--- src/rtl/pwm_capture.sv ---
// Servo-style PWM receiver: measures high time and rise-to-rise period of pwm_in
// in clk_in cycles, with a one-cycle valid strobe and a sticky loss-of-signal flag.
module pwm_capture #(
    parameter int WIDTH          = 22,
    parameter int TIMEOUT_CYCLES = 3_932_160,
    parameter int SYNC_STAGES    = 2
) (
    input  logic             clk_in,
    input  logic             rst_in,
    input  logic             pwm_in,
    output logic [WIDTH-1:0] high_out,
    output logic [WIDTH-1:0] period_out,
    output logic             valid_out,
    output logic             timeout_out
);

    typedef enum logic [1:0] {
        IDLE,
        HIGH,
        LOW
    } state_t;

    localparam logic [WIDTH-1:0] CNT_MAX = WIDTH'(TIMEOUT_CYCLES);
    localparam logic [WIDTH-1:0] CNT_ONE = WIDTH'(1);

    logic [SYNC_STAGES-1:0] sync;
    logic                   s;
    logic                   prev;
    logic                   rise;
    logic                   fall;
    state_t                 state;
    logic [WIDTH-1:0]       cnt;
    logic [WIDTH-1:0]       cnt_inc;
    logic [WIDTH-1:0]       high_lat;

    // NOTE: prev resets to 0 so a pin already high at reset release is seen as a rise.
    always_ff @(posedge clk_in or posedge rst_in) begin
        if (rst_in) begin
            sync <= '0;
            prev <= 1'b0;
        end else begin
            sync <= {sync[SYNC_STAGES-2:0], pwm_in};
            prev <= s;
        end
    end

    assign s       = sync[SYNC_STAGES-1];
    assign rise    = s & ~prev;
    assign fall    = ~s & prev;
    assign cnt_inc = (cnt == CNT_MAX) ? cnt : cnt + CNT_ONE;

    // NOTE: all state and outputs use non-blocking assignments so every branch reads
    // the pre-edge values of cnt and high_lat.
    always_ff @(posedge clk_in or posedge rst_in) begin
        if (rst_in) begin
            state       <= IDLE;
            cnt         <= '0;
            high_lat    <= '0;
            high_out    <= '0;
            period_out  <= '0;
            valid_out   <= 1'b0;
            timeout_out <= 1'b0;
        end else begin
            valid_out <= 1'b0;
            case (state)
                IDLE: begin
                    cnt <= '0;
                    if (rise) begin
                        cnt   <= CNT_ONE;
                        state <= HIGH;
                    end
                end
                default: begin
                    // An edge always takes priority over the timeout check.
                    if (rise) begin
                        cnt   <= CNT_ONE;
                        state <= HIGH;
                        if (state == LOW) begin
                            period_out  <= cnt;
                            high_out    <= high_lat;
                            valid_out   <= 1'b1;
                            timeout_out <= 1'b0;
                        end
                    end else if (fall) begin
                        cnt <= cnt_inc;
                        if (state == HIGH) begin
                            high_lat <= cnt;
                            state    <= LOW;
                        end
                    end else if (cnt == CNT_MAX) begin
                        cnt         <= '0;
                        state       <= IDLE;
                        timeout_out <= 1'b1;
                    end else begin
                        cnt <= cnt_inc;
                    end
                end
            endcase
        end
    end

endmodule

--- config.mk ---
export PLATFORM = sky130hd
export DESIGN_NAME = pwm_capture
export DESIGN_NICKNAME = d
export VERILOG_FILES = /design/src/rtl/pwm_capture.sv
export SDC_FILE = /design/constraint.sdc
export NUM_CORES = 1
export LEC_CHECK = 0
export BUFFER_PORTS_ARGS = -buffer_cell sky130_fd_sc_hd__buf_4
export CORE_ASPECT_RATIO = 0.8
export CORE_UTILIZATION = 30
export DETAILED_ROUTE_END_ITERATION = 12
export PLACE_DENSITY = 0.59
export SLEW_MARGIN = 0
export SYNTH_ARGS = -nofsm -noshare
export SYNTH_HDL_FRONTEND = slang
export SYNTH_SLANG_ARGS = --single-unit
--- constraint.sdc ---
create_clock -name clk_in -period 2.5 [get_ports clk_in]
set_input_delay 0 -clock clk_in [delete_from_list [all_inputs] [get_ports clk_in]]
set_output_delay 0 -clock clk_in [all_outputs]
set_load 0.01 [all_outputs]
==> Word-level counts from Yosys, hierarchy flattened <==
Cells that the tools add are included.
W data, S select, Z words.
{ "totals": {"ff_bits": 95, "latch_bits": 0, "mem_bits_rw": 0, "mem_bits_ro": 0, "mem_count": 0} }
{ "op_classes": {"addsub": 1, "n_mul": 0, "n_div": 0, "magnitude_cmp": 0, "eq_ne": 7, "n_shift": 0, "mux": 19, "n_bitwise": 6, "n_reduce_logical": 7} }
{ "ops": {"columns": ["cell", "count"], "rows": [
  ["$mux W22", 5],
  ["$add A22 B1 Y22 const B", 1],
  ["$eq A22 B22 Y1 const B", 1],
  ["$mux W2", 6],
  ["$mux W1", 8],
  ["$reduce_and A4 Y1", 2],
  ["$reduce_and A3 Y1", 2],
  ["$ne A2 B2 Y1 const B", 2],
  ["$not A1 Y1", 4],
  ["$ne A3 B2 Y1 const B", 1],
  ["$reduce_bool A3 Y1", 1],
  ["$and A1 B1 Y1", 2],
  ["$eq A2 B1 Y1 const B", 1],
  ["$eq A2 B2 Y1 const B", 1],
  ["$logic_not A2 Y1", 1],
  ["$ne A2 B1 Y1 const B", 1],
  ["$reduce_bool A2 Y1", 1]
]} }

==> Logic depth before layout (Yosys ltp) <==
{ "depth": {"word_depth": 6, "ltp_mapped": 8} }

==> Least setup slack after synthesis <==
OpenSTA, ideal clock, no wires.
{ "synth_path": {"kind": "register -> register", "from": "reg cnt[6]", "to": "reg cnt[14]", "t_arrival_ns": 2.042, "required_ns": 2.381, "slack_ns": 0.339, "path_stages_with_launch": 8, "path_cell_list": "dfrtp_1 or4_1 nand2b_1 or4_1 buf_6 o21ai_4 buf_6 nor2_1"} }
{ "synth_via": {"elab_chain_cells": 6, "word_cells_on_any_way": 7} }
{ "synth_lines": {"columns": ["item", "line", "source"], "rows": [
  ["from (decl)", "32", "logic [WIDTH-1:0] cnt;"],
  ["from (signal assigned)", "85", "cnt <= cnt_inc;"],
  ["from (signal assigned)", "95", "cnt <= cnt_inc;"],
  ["$add A22 B1 Y22 / $eq A22 B22 Y1 (equally long branches)", "50, 90", null],
  ["$mux W22", "50", "assign cnt_inc = (cnt == CNT_MAX) ? cnt : cnt + CNT_ONE;"],
  ["$mux W22", "90", "end else if (cnt == CNT_MAX) begin"],
  ["$mux W22 *", "84", "end else if (fall) begin"],
  ["$mux W22 *", "75", "if (rise) begin"],
  ["$mux W22 *", "65", "case (state)"]
]} }
Mark *: on every way between the ends. The rest lies on a longest branch, timed or not.
A chain may end at the register's enable or synchronous reset.

==> Final worst setup path <==
{ "layout_path": {"from": "reg cnt[6]", "to": "reg cnt[15]"} }
The elaborated chain is that of the path after synthesis.

==> impl_metrics.csv <==
group,metric,value,unit
pwr,intPower,2650,µW
final_layout,nets,440,
timing,setup_violations,0,
drt,dr.pass1.iters,4,
timing,drv_slew,0,
global_routing,track_usage,13.7,%
drt,antenna_left,0,
logic_synthesis,synth_fp_nets,389,
drt,vias,2735,
final_layout,antennaDiodeCount,0,
global_routing,grt_max_degree,50,
clock_network,htree_levels,3,
logic_synthesis,synth.distinct_cells,35,
die,die_h,104,µm
place,gp_congestion,0.818,
logic_synthesis,ys_seq_area_share,60.6,%
timing,timing.final.crit_share,93.2,%
clock_network,clk_latency,340,ps
logic_synthesis,ys_seq_elements,95,
pwr,pwr-share-seq,48.1,%
critical_path,startpoint,"cnt[6]",
timing,worstMarginPinSlew,620,ps
timing,tns,0,ps
clock_network,clock-sinks,95,
pwr,switching_power,852,µW
place,dp_hpwl,5660,µm
logic_synthesis,syn_inst,381,
critical_path,arrival,2560,ps
timing,rsz0062_at_grt,"no",
pwr,p_leak,0.00248,µW
logic_synthesis,syn_area,0.00392,mm²
drt,wire_per_inst,13.8,µm
clock_network,cts_tree,"done",
timing,max_freq,429,MHz
critical_path,timing.rr.start,"cnt[6]",
clock_network,cts.clk_slew.worst_paths,70,ps
timing,timing.final.ws_setup,169,ps
die,io_pins,49,
global_routing,overflow,0,
pwr,vdd_drop_max,0.330,mV
final_layout,syn_to_final_growth,23.8,%
place,port_buffers,48,
timing,whs,312,ps
pwr,cellPowerDensity,721,mW/mm²
die,num_rows,36,
logic_synthesis,avgSynthCellArea,10.3,µm²
clock_network,cts_buffers,9,
global_routing,grt_antenna_before_repair,0,
critical_path,crit_chain,"or4_1 -> nand2b_1 -> or4_1 -> o21ai_4 -> buf_12 -> nor2_1",
drt,drt_iter0_markers,148,
logic_synthesis,ys.flop_type,"dfrtp_1",
critical_path,start_kind,"register",
drt,finalWirelength,8370,µm
drt,drc_errors,0,
place,pre_cts_ws,153,ps
die,die_area,0.0135,mm²
die,start_util,31.4,%
clock_network,clockRootBuffer,"clkbuf_16",
logic_synthesis,synth-edff-count,0,
critical_path,max_stage_delay,590,ps
critical_path,slowest_stage,"or4_1",
logic_synthesis,ys_warn_count,0,
timing,max_slew_margin,58.7,%
timing,finalCriticalPeriod,2330,ps
timing,hold_viol,0,
global_routing,grt_first_pass_wirelength,14200,µm
critical_path,worstSetupEndpointType,"register",
critical_path,crit_type,"register to register",
timing,clock_skew,6.39,ps
die,die_x,130,µm
clock_network,clock_path_buffers,2,
job,drv_cap,0,
critical_path,required,2730,ps
pwr,p_clk_share,41.7,%
worst_hold_path,hp-class,"primary input to asynchronous set/reset pin",
die,core_area,0.0125,mm²
global_routing,grt_pass1_vias,2821,
critical_path,crit_path_frequent_cell,"or4_1",
outcome,status,"complete, no violations",
logic_synthesis,async_flop_share,100,%
pwr,swShare,24.3,%
critical_path,crit_family,"simple AND/OR/NAND/NOR gates",
final_layout,utilization,38.9,%
drt,via_per_inst,4.50,
pwr,pwr-share-comb,10.3,%
final_layout,final_layout_size_suffix_gt1_share,23.3,%
critical_path,critPathMaxFanout,19,
critical_path,critPathBufInv,1,
[cell usage after synthesis, drive strengths merged (3+ instances only)]
cell type | number | share of area, %
and4 | 3 | 0.70
buf | 3 | 0.70
ha | 5 | 1.6
clkbuf | 16 | 1.5
nor4 | 4 | 0.64
nand2 | 133 | 13
mux2 | 22 | 6.3
inv | 10 | 0.96
xnor2 | 12 | 2.7
nor3 | 5 | 0.64
nor2 | 27 | 2.6
nand3 | 7 | 0.89
dfrtp | 95 | 61
o21ai | 6 | 1.1
xor2 | 7 | 1.6
or4 | 3 | 0.61
nand4 | 5 | 0.80
[worst reg2reg max path, delay by kind of cell (launching register included)]
| family | cells | cell delay [ps] |
|---|---|---|
| DFF | 1 | 460 |
| AOI/OAI and AO/OA | 1 | 220 |
| buffers and inverters | 1 | 170 |
| and+or+nand+nor | 4 | 1380 |
[metal layers]
| layer | vias to the layer above | track usage, % | wire length, µm |
|---|---|---|---|
| met5 | - | 0 | 0 |
| met4 | 0 | 4.82 | 104 |
| met3 | 10 | 4.42 | 344 |
| met2 | 54 | 19.2 | 3540 |
| met1 | 1344 | 19.6 | 4380 |
| li1 | 1327 | - | - |
[cells in the final DEF (no fill, tap or decap), types with 2 or more instances in the layout]
master,count
buf_12,2
clkinv_4,2
nand3_1,6
xnor2_1,12
o21ai_0,5
xor2_1,7
and4_1,2
dfrtp_1,95
buf_4,55
o21a_1,2
nor3_1,4
inv_1,9
clkbuf_16,9
ha_1,5
nor2_1,27
nor4_1,4
bufinv_16,2
clkinvlp_4,2
nand2_1,133
a21oi_1,2
and2_1,2
nand4_1,5
or4_1,2
nand2b_1,2
mux2_2,22
dlygate4sd3_1,2
[state kept, by name, indices dropped and copies added, names as in the netlist]
signal	count
timeout_out	1
prev	1
state	2
high_lat	22
period_out	22
cnt	22
sync	2
valid_out	1
high_out	22
[metrics by stage]
step	std cells	total power [µW]	instance area, µm²
detailed placement	590	2070	4510
finish	608	3500	4850
CTS	608	3550	4850
global route	608	3670	4850
floorplan	381	1910	3920
global placement	590	2060	4510
[cell type report]
type / instances / area (µm²)
fill: 1239 / 7620
sequential: 95 / 2380
clock inverter: 7 / 97.6
multi-input combinational: 257 / 1430
tap: 171 / 214
clock buffer: 9 / 225
inverter: 10 / 40.0
timing repair buffer: 59 / 473
[repair_timing]
| item | 4_1_cts | 5_1_grt |
|---|---|---|
| gates resized for setup | 0 | 0 |
| hold endpoints to repair | 47 | 0 |
| setup buffers | 0 | 0 |
| hold buffers | 2 | 0 |
[worst paths after layout]
check / end / slack [ps] / cells after the start
hold reg to reg: sync[1] / 350 / 0
max in group asynchronous: high_out[12] / 1540 / 4
min in group clk_in: sync[0] / 310 / 2
setup / recovery: cnt[15] / 170 / 6
setup reg to reg: cnt[15] / 170 / 6
hold / removal: high_out[15] / 310 / 3
[cell families after synthesis]
group           synth area share (%)
fa+ha+maj                       1.60
flops                           60.6
xor+xnor                        4.25
simple gates                    21.0
compound gates                  2.71
buf+inv                         3.19
mux                             6.58
[power by group through the flow]
stage,Combinational (µW),Clock [µW],Sequential [µW]
2_1_floorplan,204,0,1710
3_3_place_gp,353,0,1710
3_5_place_dp,360,0,1710
4_1_cts,367,1510,1680
5_1_grt,398,1580,1690
6_report,359,1460,1680
(Power assumes the default switching activity.)
